<file path="src/rtl/pla_tt_capture.sv">
// Sweep-and-capture stage: drives every minterm onto x0..x5, samples y0, and hands
// the assembled truth table downstream. Optional autosymmetry check: PLA_TT_AUTOSYM_CHECK_EN.
module pla_tt_capture #(
  parameter int unsigned NUM_IN = 6,
  parameter int unsigned SETTLE = 0,
  localparam int unsigned TT_W  = 1 << NUM_IN,
  localparam int unsigned CNT_W = NUM_IN + 1
) (
  input  logic              clk,
  input  logic              rst_n,
  input  logic              start,
  output logic              x0,
  output logic              x1,
  output logic              x2,
  output logic              x3,
  output logic              x4,
  output logic              x5,
  input  logic              y0,
  output logic              busy,
  output logic              tt_valid,
  input  logic              tt_ready,
`ifdef PLA_TT_AUTOSYM_CHECK_EN
  input  logic [NUM_IN-1:0] alpha,
  output logic              sym_ok,
`endif
  output logic [TT_W-1:0]   tt_data,
  output logic [CNT_W-1:0]  ones_count
);

  localparam int unsigned SET_W = 4;
  localparam int unsigned X_W   = 6;
  localparam logic [NUM_IN-1:0] IDX_LAST = NUM_IN'(TT_W - 1);
  localparam logic [SET_W-1:0]  SET_LD   = SET_W'(SETTLE);

  typedef enum logic [1:0] {
    S_IDLE,
    S_DRIVE,
`ifdef PLA_TT_AUTOSYM_CHECK_EN
    S_CHECK,
`endif
    S_DONE
  } state_t;

  state_t             state_q, state_d;
  logic [NUM_IN-1:0]  idx_q, idx_d;
  logic [NUM_IN-1:0]  x_q, x_d;
  logic [SET_W-1:0]   cnt_q, cnt_d;
  logic [TT_W-1:0]    tt_data_q, tt_data_d;
  logic [CNT_W-1:0]   ones_q, ones_d;
  logic               busy_q, busy_d;
  logic               valid_q, valid_d;
  logic [X_W-1:0]     x_out;
`ifdef PLA_TT_AUTOSYM_CHECK_EN
  logic [NUM_IN-1:0]  alpha_q, alpha_d;
  logic               sym_q, sym_d;
`endif

  // State and datapath registers
  always_ff @(posedge clk) begin
    if (!rst_n) begin
      state_q   <= S_IDLE;
      idx_q     <= '0;
      x_q       <= '0;
      cnt_q     <= '0;
      tt_data_q <= '0;
      ones_q    <= '0;
      busy_q    <= 1'b0;
      valid_q   <= 1'b0;
`ifdef PLA_TT_AUTOSYM_CHECK_EN
      alpha_q   <= '0;
      sym_q     <= 1'b0;
`endif
    end else begin
      state_q   <= state_d;
      idx_q     <= idx_d;
      x_q       <= x_d;
      cnt_q     <= cnt_d;
      tt_data_q <= tt_data_d;
      ones_q    <= ones_d;
      busy_q    <= busy_d;
      valid_q   <= valid_d;
`ifdef PLA_TT_AUTOSYM_CHECK_EN
      alpha_q   <= alpha_d;
      sym_q     <= sym_d;
`endif
    end
  end

  // Next-state and datapath update
  always_comb begin
    state_d   = state_q;
    idx_d     = idx_q;
    x_d       = x_q;
    cnt_d     = cnt_q;
    tt_data_d = tt_data_q;
    ones_d    = ones_q;
`ifdef PLA_TT_AUTOSYM_CHECK_EN
    alpha_d   = alpha_q;
    sym_d     = sym_q;
`endif

    case (state_q)
      S_IDLE: begin
        if (start) begin
          state_d   = S_DRIVE;
          idx_d     = '0;
          x_d       = '0;
          cnt_d     = SET_LD;
          tt_data_d = '0;
          ones_d    = '0;
`ifdef PLA_TT_AUTOSYM_CHECK_EN
          alpha_d   = alpha;
`endif
        end
      end

      S_DRIVE: begin
        if (cnt_q != '0) begin
          cnt_d = cnt_q - SET_W'(1);
        end else begin
          tt_data_d[idx_q] = y0;
          ones_d           = ones_q + CNT_W'(y0);
          if (idx_q != IDX_LAST) begin
            idx_d = idx_q + NUM_IN'(1);
            x_d   = idx_q + NUM_IN'(1);
            cnt_d = SET_LD;
          end else begin
`ifdef PLA_TT_AUTOSYM_CHECK_EN
            state_d = S_CHECK;
            idx_d   = '0;
            sym_d   = 1'b1;
`else
            state_d = S_DONE;
`endif
          end
        end
      end

`ifdef PLA_TT_AUTOSYM_CHECK_EN
      // One table position per cycle against its alpha-shifted partner
      S_CHECK: begin
        if (tt_data_q[idx_q] != tt_data_q[idx_q ^ alpha_q]) begin
          sym_d = 1'b0;
        end
        if (idx_q == IDX_LAST) begin
          state_d = S_DONE;
        end else begin
          idx_d = idx_q + NUM_IN'(1);
        end
      end
`endif

      S_DONE: begin
        if (valid_q && tt_ready) begin
          state_d = S_IDLE;
        end
      end

      default: begin
        state_d = S_IDLE;
      end
    endcase

    busy_d  = (state_d != S_IDLE);
    valid_d = (state_d == S_DONE);
  end

  assign x_out      = X_W'(x_q);
  assign x0         = x_out[0];
  assign x1         = x_out[1];
  assign x2         = x_out[2];
  assign x3         = x_out[3];
  assign x4         = x_out[4];
  assign x5         = x_out[5];
  assign busy       = busy_q;
  assign tt_valid   = valid_q;
  assign tt_data    = tt_data_q;
  assign ones_count = ones_q;
`ifdef PLA_TT_AUTOSYM_CHECK_EN
  assign sym_ok     = sym_q;
`endif

endmodule

</file>
<file path="config.mk">
export PLATFORM = sky130hd
export DESIGN_NAME = pla_tt_capture
export DESIGN_NICKNAME = d
export VERILOG_FILES = /design/src/rtl/pla_tt_capture.sv
export SDC_FILE = /design/constraint.sdc
export NUM_CORES = 1
export LEC_CHECK = 0
export ABC_AREA = 0
export ABC_CLOCK_PERIOD_IN_PS = 5200
export BUFFER_PORTS_ARGS = -buffer_cell sky130_fd_sc_hd__buf_2
export CAP_MARGIN = 20
export CELL_PAD_IN_SITES_DETAIL_PLACEMENT = 1
export CELL_PAD_IN_SITES_GLOBAL_PLACEMENT = 1
export CORE_ASPECT_RATIO = 1.25
export CORE_MARGIN = 4
export CORE_UTILIZATION = 42
export CTS_CLUSTER_DIAMETER = 80
export DETAILED_ROUTE_END_ITERATION = 10
export PLACE_DENSITY = 0.91
export SKIP_LAST_GASP = 1
export SLEW_MARGIN = 20
export SYNTH_ARGS = -nofsm -noshare
export SYNTH_HDL_FRONTEND = slang
export SYNTH_SLANG_ARGS = --single-unit
</file>
<file path="constraint.sdc">
create_clock -name clk -period 5.2 [get_ports clk]
set_input_delay 0.26 -clock clk [delete_from_list [all_inputs] [get_ports clk]]
set_output_delay 0.26 -clock clk [all_outputs]
set_load 0.02 [all_outputs]
</file>
==> key figures <==
STA
  • Setup TNS: 0 ns
  • Final worst setup slack: 2.59 ns
  • Period utilization: 0.503
  • Max Clock Freq: 383 MHz
  • Hold Slack: 0.245 ns
  • RSZ-0062 raised after global routing: false
  • Pins Over Slew Limit: 0
  • Setup Skew: 0.00952 ns
  • Final Hold Fails: 0
  • Final critical-path required period: between 2 and 3 ns
  • Final setup violation count: 0
  • Slew of the pin with the lowest slew margin: 1.13 ns
  • Slew HR: 0.242

Finish
  • Area growth syn-to-layout: 18.6%
  • Share of cells above drive strength 1: 0.215
  • Final nets: 550
  • Design Area, Final: 4610 um^2
  • N_diodes: 0
  • Finished Layout Cells: 668
  • Final Util: 0.508

Floorplan
  • Die X: roughly 94 um
  • Number of I/O pins: 84
  • Core ar.: just over 9000 um^2
  • Row count: 39
  • Die Ht: about 120 um
  • Die area: 10900 um^2
  • Starting Density: 0.429

Power
  • Pleak: 1.90 nW
  • Pwr per Cell Area: 301 nW/um^2
  • Design Power: around 1.4 mW
  • Maximum ir drop on the vdd rail: 0.162 mV

Clock tree
  • CTS Buf Count: 9
  • Post-CTS setup buffers: 0
  • Worst-path clk slew: 0.06 ns
  • Clock Latency Late Sink: 0.34 ns
  • Hold Buf Count CTS: 0
  • Clk root buf: clkbuf_16
  • Clk buf depth: 2
  • Post-cts resize count: 0
  • H-tree levels: 3
  • CTS tree: done
  • Clock sink total: 85

Detailed routing
  • WL per Instance: 19.1 um
  • Vias: slightly below 4000
  • DRC violations left: 0
  • Routed Antenna Nets: 0
  • Routed WL: approximately 13000 um
  • Starting DRC count in detailed routing: 260
  • Drt pass-1 iters: 4
  • DR vias/cell: 5.89

Status
  • Status: finished clean

GRT
  • Largest net degree at the start of global routing: 62
  • Vias in the first global route: between 4000 and 5000
  • Total track usage: 0.239
  • Initial antenna violation count: 0
  • Grt ovf: 0
  • First-pass GRT wire length: 20600 um

Placement
  • Hpwl dp: 8160 um
  • Pre-CTS setup slack: 2.69 ns
  • Placed Area: 4310 um^2
  • Placed Instances: 653
  • Gpl congestion: between 0.7 and 0.8
  • Port Buffers: 83

Logic synthesis
  • Sequential share of the synthesized area: 0.437
  • Syn_nets: 500
  • Mapped Area: 3890 um^2
  • Synthesized instance count: 491
  • Synth Register Bits: 85
  • Synth warnings: 0
  • Yosys cell types: between 40 and 50
  • Async SR Flop Fraction: 0
  • Top_reg_cell synth: dfxtp_1
  • Syn_area_per_cell: 7.92 um^2
  • Post-synth EDFFs: 0

Run
  • Max-cap viol count: 0

Worst setup path
  • Setup crit end kind: flip-flop
  • Cell at the slowest stage of the critical path: a21o_1
  • Critical path peak fanout: between 40 and 50
  • Critical Path, Cell by Cell: inv_1 -> ha_1 -> nand4bb_1 -> a21o_1 -> buf_4 -> or4_1 -> a21oi_1
  • Type of origin of the critical path: flip-flop
  • Worst EP arrival: between 2 and 3 ns
  • CP max stage delay: 0.53 ns
  • Critical Path RT: about 5.5 ns
  • Kind of critical path: flip-flop to flip-flop

Hold path
  • Hold/Removal Path Class: primary input to flip-flop
## cells in the mapped netlist (5+ instances only)
master    number  area [um^2]
and3b_1        6         52.6
mux2i_1       12          120
o21ai_0       58          290
buf_2         10         50.1
nor3b_2        7         87.6
a21oi_1      110          551
or4_1          5         37.5
dfxtp_1       85         1700
clkbuf_1      35          131
and3_1         5         31.3
nand3_1       18         90.1
nor3_1         6         30.0
nor2_1         8         30.0
nand2_1       70          263
## area by class of cell
cell class,count,area (um^2)
inverters,4,15.0
flip-flops and latches,85,1700
well taps,123,154
clock inverters,4,48.8
clock buffers,11,243
repair buffers,87,445
fillers,1167,4460
multi-input cells,354,2010
## registers in the layout, summed over array words and instances, names as in the netlist
name        flops
busy            1
cnt_q           4
ones_count      7
state_q         2
tt_data        64
tt_valid        1
x_out           6
## final timing paths
path | startpoint | endpoint | slack [ns] | depth (start not counted)
setup / recovery | cnt_q[0]$_SDFFE_PN0P_ | x_out[0]$_SDFFE_PN0P_ | 2.59 | 7
hold / removal | rst_n | cnt_q[0]$_SDFFE_PN0P_ | 0.24 | 3
setup reg to reg | cnt_q[0]$_SDFFE_PN0P_ | x_out[0]$_SDFFE_PN0P_ | 2.59 | 7
hold reg to reg | tt_data[13]$_SDFFE_PN0P_ | tt_data[13]$_SDFFE_PN0P_ | 0.46 | 2
## critical path, delay by kind of cell, from the launching register on
family	cells	cell delay [ns]
AND/OR/NAND/NOR	2	0.74
AO/OA/AOI/OAI	2	0.74
buffers and inverters	2	0.48
flip-flops	1	0.33
adder cells (fa/ha/maj)	1	0.20
## cell usage in the layout (no fill, tap or decap), types with 2 or more instances in the layout
cell and n:
nand2_1 70, nor2_1 8, or4_1 5, nand3_1 18, a21oi_1 110, dfxtp_1 85
nand4_1 2, a22oi_1 3, clkbuf_16 9, ha_1 4, o21ai_0 58, o211ai_1 4
a31oi_1 2, buf_2 83, nor3_1 6, buf_4 4, inv_1 3, o31ai_1 3
clkinv_2 2, and3b_1 6, mux2i_1 12, and3_1 5, or3_1 4, nor3b_2 9
## logic make-up after synthesis
family	synth area share
AO/OA/AOI/OAI	0.262
adder cells (fa/ha/maj)	0.0129
buffers and inverters	0.0544
flip-flops	0.437
multiplexers	0.0338
AND/OR/NAND/NOR	0.200
## metal layers
layer  vias to the layer above  wire length, um  track usage
met3                        25              528       0.0344
met5                         -                0            0
li1                       1853                -            -
met4                         0              328        0.118
met1                      1947             5370        0.293
met2                       111             6560        0.409
## power by group
group	switching (mW)	total, mW	internal, mW
clock network	0.259	0.641	0.382
logic	0.0699	0.0907	0.0208
registers	0.00481	0.659	0.654
total	0.334	1.39	1.06
No activity file was read; power rests on OpenSTA's default activity.
